<file path="config.mk">
export PLATFORM = sky130hd
export DESIGN_NAME = alu_op_scheduler
export DESIGN_NICKNAME = d
export VERILOG_FILES = /design/src/rtl/alu_pkg.sv /design/src/rtl/rr_arbiter2.sv /design/src/rtl/alu_op_scheduler.sv
export SDC_FILE = /design/constraint.sdc
export NUM_CORES = 1
export LEC_CHECK = 0
export ABC_AREA = 1
export CORE_MARGIN = 2
export CORE_UTILIZATION = 46
export DETAILED_ROUTE_END_ITERATION = 6
export HOLD_SLACK_MARGIN = 0.12
export MAX_ROUTING_LAYER = met4
export PLACE_DENSITY = 0.89
export SETUP_SLACK_MARGIN = 0.3
export SYNTH_ARGS = -nofsm -noshare
export SYNTH_HDL_FRONTEND = slang
export SYNTH_SLANG_ARGS = --single-unit
export TNS_END_PERCENT = 10
</file>
<file path="constraint.sdc">
create_clock -name clk -period 2.87 [get_ports clk]
set_input_delay 0.287 -clock clk [delete_from_list [all_inputs] [get_ports clk]]
set_output_delay 0.287 -clock clk [all_outputs]
set_load 0.01 [all_outputs]
</file>
<file path="src/rtl/alu_pkg.sv">
// alu_pkg: opcode map and scheduler state encoding shared with the ALU
package alu_pkg;
  localparam logic [7:0] OP_NOP = 8'd0;
  localparam logic [7:0] OP_ADD = 8'd1;
  localparam logic [7:0] OP_SUB = 8'd2;
  localparam logic [7:0] OP_MUL = 8'd3;
  localparam logic [7:0] OP_DIV = 8'd4;
  localparam logic [7:0] OP_MOD = 8'd5;
  localparam logic [7:0] OP_AND = 8'd6;
  localparam logic [7:0] OP_OR  = 8'd7;
  localparam logic [7:0] OP_XOR = 8'd8;
  typedef enum logic [2:0] {IDLE, EXEC, WAIT, RESP, REJECT} state_t;
  function automatic logic op_valid(input logic [7:0] op);
    return op >= OP_ADD && op <= OP_XOR;
  endfunction
endpackage

</file>
<file path="src/rtl/rr_arbiter2.sv">
// rr_arbiter2: two-way round-robin grant; history advances only on accept
module rr_arbiter2 (
  input  logic       clk,
  input  logic       rst_n,
  input  logic [1:0] req,
  input  logic       update,
  output logic       grant
);
  logic last_grant;
  assign grant = &req ? ~last_grant : req[1];
  always_ff @(posedge clk or negedge rst_n)
    if (!rst_n) last_grant <= 1'b1;
    else if (update) last_grant <= grant;
endmodule

</file>
<file path="src/rtl/alu_op_scheduler.sv">
// alu_op_scheduler: shares one clocked ALU between two requesters, rejecting bad ops and /0
module alu_op_scheduler
  import alu_pkg::*;
#(
  parameter int W = 8,
  parameter int ALU_LATENCY = 1
) (
  input  logic           clk,
  input  logic           rst_n,
  input  logic [1:0]     req_valid,
  output logic [1:0]     req_ready,
  input  logic [15:0]    req_op,
  input  logic [2*W-1:0] req_a,
  input  logic [2*W-1:0] req_b,
  output logic           rsp_valid,
  input  logic           rsp_ready,
  output logic           rsp_id,
  output logic [W-1:0]   rsp_x,
  output logic [7:0]     rsp_flags,
  output logic           rsp_err,
  output logic [W-1:0]   alu_a,
  output logic [W-1:0]   alu_b,
  output logic [7:0]     alu_sel,
  input  logic [W-1:0]   alu_x,
  input  logic [7:0]     alu_flags
);
  state_t         state;
  logic           id;
  logic [2:0]     cnt;
  logic           grant;
  logic           accept;
  logic           g_ok;
  logic [7:0]     g_op;
  logic [W-1:0]   g_a;
  logic [W-1:0]   g_b;
  rr_arbiter2 u_arb (
    .clk    (clk),
    .rst_n  (rst_n),
    .req    (req_valid),
    .update (accept),
    .grant  (grant)
  );
  assign g_op = grant ? req_op[15:8] : req_op[7:0];
  assign g_a = grant ? req_a[2*W-1:W] : req_a[W-1:0];
  assign g_b = grant ? req_b[2*W-1:W] : req_b[W-1:0];
  assign req_ready = (rst_n && state == IDLE) ? (grant ? 2'b10 : 2'b01) & req_valid : 2'b00;
  assign accept = |(req_valid & req_ready);
  assign g_ok = op_valid(g_op) && !((g_op == OP_DIV || g_op == OP_MOD) && g_b == '0);
  always_ff @(posedge clk or negedge rst_n)
    if (!rst_n) begin
      state     <= IDLE;
      id        <= 1'b0;
      cnt       <= 3'd0;
      rsp_valid <= 1'b0;
      rsp_id    <= 1'b0;
      rsp_x     <= '0;
      rsp_flags <= 8'd0;
      rsp_err   <= 1'b0;
      alu_a     <= '0;
      alu_b     <= '0;
      alu_sel   <= OP_NOP;
    end else begin
      case (state)
        IDLE: if (accept) begin
          id <= grant;
          if (g_ok) begin
            alu_a   <= g_a;
            alu_b   <= g_b;
            alu_sel <= g_op;
            cnt     <= ALU_LATENCY[2:0];
            state   <= EXEC;
          end else state <= REJECT;
        end
        EXEC: state <= WAIT;
        WAIT: begin
          cnt <= cnt - 3'd1;
          // capture lands ALU_LATENCY+1 edges after accept
          if (cnt == 3'd1) begin
            rsp_x     <= alu_x;
            rsp_flags <= alu_flags;
            rsp_err   <= 1'b0;
            rsp_id    <= id;
            rsp_valid <= 1'b1;
            alu_sel   <= OP_NOP;
            state     <= RESP;
          end
        end
        REJECT: begin
          rsp_x     <= '0;
          rsp_flags <= 8'd0;
          rsp_err   <= 1'b1;
          rsp_id    <= id;
          rsp_valid <= 1'b1;
          state     <= RESP;
        end
        RESP: if (rsp_ready) begin
          rsp_valid <= 1'b0;
          state     <= IDLE;
        end
        default: state <= IDLE;
      endcase
    end
endmodule

</file>
==> After elaboration in Yosys (flattened, before gate mapping) <==
Cells that the tools add are included.
{ "op_classes": {"n_addsub": 1, "n_lt_le_gt_ge": 2, "eq_ne": 11, "mux": 29, "bitwise": 3, "n_reduce_logical": 20} }
{ "ops": {"columns": ["operator", "count"], "rows": [
  ["$mux 8", 8],
  ["$pmux 8 s2", 3],
  ["$mux 3", 6],
  ["$eq 8x3->1 const B", 2],
  ["$pmux 3 s5", 1],
  ["$reduce_and 3->1", 4],
  ["$ge 8x1->1 const B", 1],
  ["$le 8x4->1 const B", 1],
  ["$logic_not 8->1", 1],
  ["$ne 2x2->1 const B", 4],
  ["$eq 3x1->1 const B", 2],
  ["$eq 3x2->1 const B", 2],
  ["$pmux 3 s2", 1],
  ["$reduce_and 2->1", 3],
  ["$mux 1", 5],
  ["$and 2x2->2", 2],
  ["$logic_and 1x1->1", 4],
  ["$mux 2", 2],
  ["$pmux 1 s2", 2],
  ["$reduce_and 4->1", 1],
  ["$reduce_bool 2->1", 2],
  ["$eq 3x3->1 const B", 1],
  ["$logic_not 3->1", 1],
  ["$pmux 1 s3", 1],
  ["other kinds (6)", 6]
]} }
{ "totals": {"register_bits": 51, "in_bits": 69, "out_inout_bits": 45, "elab_cells": 78} }

==> Depth between registers and ports, before layout <==
{ "logic_depth": {"ltp_word": 11, "depth_mapped": 15, "depth_no_buf": 13} }

==> Hierarchy <==
Synthesis repeated with hierarchy kept, for this count alone.
{ "unflattened": {"cells_unflattened": 324, "hier_area_um2": 2715.1} }
{ "modules_own_cells": {"columns": ["mod", "instances", "cells_each", "area_each_um2", "seq_area_each_um2"], "rows": [
  ["alu_op_scheduler", 1, 317, 2662.6, 1251.2],
  ["rr_arbiter2", 1, 7, 52.6, 26.3]
]} }

==> Least setup slack after synthesis <==
No wires, ideal clock.
{ "synth_path": {"kind": "reg-to-reg", "start": "reg u_arb.last_grant", "end": "reg alu_b[3]", "setup_ps": 123, "arrival_ps": 1741, "required_time_ps": 2747, "setup_slack_ps": 1006, "stages_incl_launch_ff": 16, "path_buffers": 2, "synth_period_minus_slack_ps": 1864, "cell_sequence": "dfstp_2 nand2_4 nand2_8 buf_12 nand2_2 nand2_2 nand3_2 nand2_1 nand2_1 nor2_4 nand2_4 nor2_8 inv_6 buf_12 nand2_2 o21ai_2"} }
{ "synth_via": {"elab_chain_len": 9, "word_cells_on_any_way": 20, "cone_classes": "order compare (2); eq/ne (2); mux (5); bitwise (3); reduce/logical (8)"} }
{ "synth_rtl": {"columns": ["element", "line", "text"], "rows": [
  ["from (decl)", "rr_arbiter2.sv:9", "logic last_grant;"],
  ["from (signal assigned)", "rr_arbiter2.sv:13", "else if (update) last_grant <= grant;"],
  ["$not 1->1 (*)", "rr_arbiter2.sv:10", "assign grant = &req ? ~last_grant : req[1];"],
  ["$mux 1 (*)", "rr_arbiter2.sv:10", null],
  ["parallel branches: the longest is 7 deep, another holds $ge 8x1->1", null, null],
  ["to (signal assigned)", "alu_op_scheduler.sv:68", "alu_b <= g_b;"],
  ["to (decl)", "alu_op_scheduler.sv:22", "output logic [W-1:0] alu_b,"]
]} }
Every way passes the cells marked *.
A chain may end at the register's enable or synchronous reset.

==> Worst setup path in the final report <==
{ "layout_path": {"start": "in req_valid[1]", "end": "out req_ready[0]"} }
{ "layout_via": {"elab_chain_len": 5} }
{ "layout_rtl": {"columns": ["element", "line", "text"], "rows": [
  ["from (decl)", "alu_op_scheduler.sv:10", "input logic [1:0] req_valid,"],
  ["$reduce_and 2->1", "rr_arbiter2.sv:10", null],
  ["$mux 1 (*)", "rr_arbiter2.sv:10", null],
  ["$mux 2 (*)", "alu_op_scheduler.sv:46", "assign req_ready = (rst_n && state == IDLE) ? (grant ? 2'b10 : 2'b01) & req_valid : 2'b00;"],
  ["$and 2x2->2 (*)", "alu_op_scheduler.sv:46", null],
  ["$mux 2 (*)", "alu_op_scheduler.sv:46", null],
  ["to (decl)", "alu_op_scheduler.sv:11", "output logic [1:0] req_ready,"]
]} }
Every way passes the cells marked *; elsewhere a longest branch is shown, timed or not.

==> metrics.txt <==
status=finished, final reports clean; largest area contributor in the netlist=dfrtp_1; Max Clock Skew=approximately 0.0028 ns; most common cell after layout, fill and taps aside=nand2_1; R2R depth=7; initial antenna violation count=0; register bit total from synthesis=just over 50; share of post-route cells with drive strength above 1=slightly below 10%; Startpoint Class=input pin; row count=27; WL final=~6700 um; Main synth FF type=dfrtp_1; setup TNS=0 ns; peak supply drop=between 400 and 500 uV; r2r endpoint=rsp_flags[2]; Synth async-reset ratio=100%; routed len/inst=between 10 and 15 um; GP Congestion=around 0.83; worst-path fanout max=35; RR Startpoint=state[1]; syn avg cell area=7.95 um^2; DR vias/cell=a little under 5; RSZ-0062 raised after global routing=no; leak pwr=1.97 nW; DR DRC count=0; Pre-antenna DRT Iters=4; WP data required=about 2.6 ns; synthesized instance count=between 300 and 400; CTS tree=yes; Max clock buf depth=2; crit share post-route=a little over four fifths; dpl hpwl=5220 um; Placed Area=about 3800 um^2; cts hold-fix bufs=0; Fill cells=around 450; final net count=about 520; share of the synthesized area in the top cell type=roughly 46%; largest net degree at the start of global routing=52; PortBufs=about 110; postcts setup bufs=0; Distinct cells, synth=32; vias in the first global route=2499; EDFF count, synth=0; Fmax=between 0.4 and 0.5 GHz; n_diodes=0; Core Region=approximately 5600 um^2; HP Class=input pin to asynchronous set/reset pin; Post-DRT Antenna Nets=0; insertion delay to the later sink of the worst-skew pair=about 0.3 ns; Fin Hold WS=between 0.1 and 0.15 ns; min cycle time layout=~2.4 ns; max-cap violations=0; first-pass GRT wire length=11000 um; total gr overflow=0; largest cells by area after synthesis=dfrtp_1 (46%), nand2_1 (21%), nand3_1 (3.9%), inv_1 (3.5%), nor2_1 (3.1%); CTS Sinks=just over 50; Via Count=around 2.6k; H-tree levels=2; Root Buffer=clkbuf_8; Initial Utilization=around half; # resized after CTS=0; Synthesized Nets=a little over 400; Crit path arrival time=between 2 and 2.5 ns; synthesized area=2700 um^2; CP endpoint kind=primary output; crit path kind=input pin to primary output; Area Growth Syn to Fin=45.5%; I/O pin cnt=approximately 110; Post-Layout Inst Area=3930 um^2; most frequent cells in the layout=nand2_1 (150), clkdlybuf4s50_1 (112), dfrtp_1 (50); Clock transition at path regs=~0.1 ns; Die H=between 80 and 90 um; overall routing resource usage=between 20 and 25%; max-slew violations=0; Slew headroom=just under 60%; yosys warns=0; drt first-iter violations=86; die area=around 6500 um^2; final setup vio count=0; register area share after synthesis=between 40% and 50%; PwrDens=approximately 800 nW/um^2; clock buffer count from CTS=5; Final Util=roughly 71%; Final Hold Viols=0; die span in x=roughly 81 um; actual slew at the worst max-slew pin=between 0.6 and 0.7 ns; R2R setup slack=~0.60 ns
## stage by stage
stage	worst slack, ns	power [mW]	cells
after floorplan	1.01	2.05	340
after CTS	0.482	3.18	524
after global placement	0.418	2.67	516
after global routing	0.391	3.41	524
final	0.476	3.15	524
after detailed placement	0.315	2.74	516
## area by class of cell
class	count	area, um^2	share of cell area, %
Sequential cell	51	1280	32.5
Multi-Input combinational cell	247	1200	30.5
Timing Repair Buffer	116	1150	29.2
Inverter	30	118	2.99
Tap cell	72	90.1	2.29
Clock buffer	5	68.8	1.75
Clock inverter	3	28.8	0.732
## Yosys cell counts (2+ instances only)
| cell type | n |
|---|---|
| a21boi_1 | 4 |
| a21oi_1 | 2 |
| a32o_1 | 7 |
| buf_12 | 2 |
| buf_2 | 2 |
| buf_6 | 3 |
| clkbuf_1 | 4 |
| dfrtp_1 | 50 |
| ha_1 | 2 |
| inv_1 | 25 |
| inv_2 | 3 |
| nand2_1 | 150 |
| nand2_2 | 8 |
| nand2_4 | 2 |
| nand3_1 | 21 |
| nand3_2 | 3 |
| nand3b_1 | 3 |
| nor2_1 | 22 |
| nor2_2 | 2 |
| o21ai_0 | 2 |
| o21ai_1 | 5 |
| o21ai_2 | 8 |
## worst max path at each step
stage / startpoint / endpoint
finish: req_valid[1] / req_ready[0]
global route: u_arb.last_grant / req_ready[0]
CTS: req_valid[1] / req_ready[0]
detailed placement: req_valid[1] / alu_sel[1]
global placement: req_valid[1] / alu_sel[0]
floorplan: u_arb.last_grant / alu_b[3]
## registers in the layout, indices dropped and copies added, names as in the netlist
| register | cells |
|---|---|
| state | 3 |
| rsp_id | 1 |
| alu_sel | 8 |
| alu_a | 8 |
| rsp_err | 1 |
| u_arb.last_grant | 1 |
| rsp_x | 8 |
| alu_b | 8 |
| cnt | 3 |
| rsp_flags | 8 |
| rsp_valid | 1 |
| id | 1 |
## logic make-up after synthesis
kind of cell             Yosys count  share of synthesized area [%]
AO/OA/AOI/OAI                     29                           8.19
buffers and inverters             42                           8.29
flip-flops                        51                           47.3
AND/OR/NAND/NOR                  215                           35.0
XOR/XNOR                           1                          0.324
adder cells (fa/ha/maj)            2                          0.926
## critical path, cell delays in order
cell and delay, ns:
clkdlybuf4s50_1 0.62, nand2_8 0.31, inv_2 0.17, nor2_1 0.15
clkdlybuf4s50_1 0.56
## routing by layer
| metal | track usage (%) | part of all wire, % | vias up |
|---|---|---|---|
| met2 | 38.0 | 50 | 97 |
| met3 | 5.51 | 7.9 | 7 |
| met5 | - | 0 | - |
| li1 | - | - | 1294 |
| met4 | 5.42 | 1.0 | 0 |
| met1 | 26.5 | 42 | 1184 |
## power breakdown
part | internal (mW) | switching [mW]
Combinational | 0.746 | 0.828
Clock | 0.181 | 0.250
Sequential | 0.988 | 0.158
Total | 1.92 | 1.24
(Power assumes the default switching activity.)
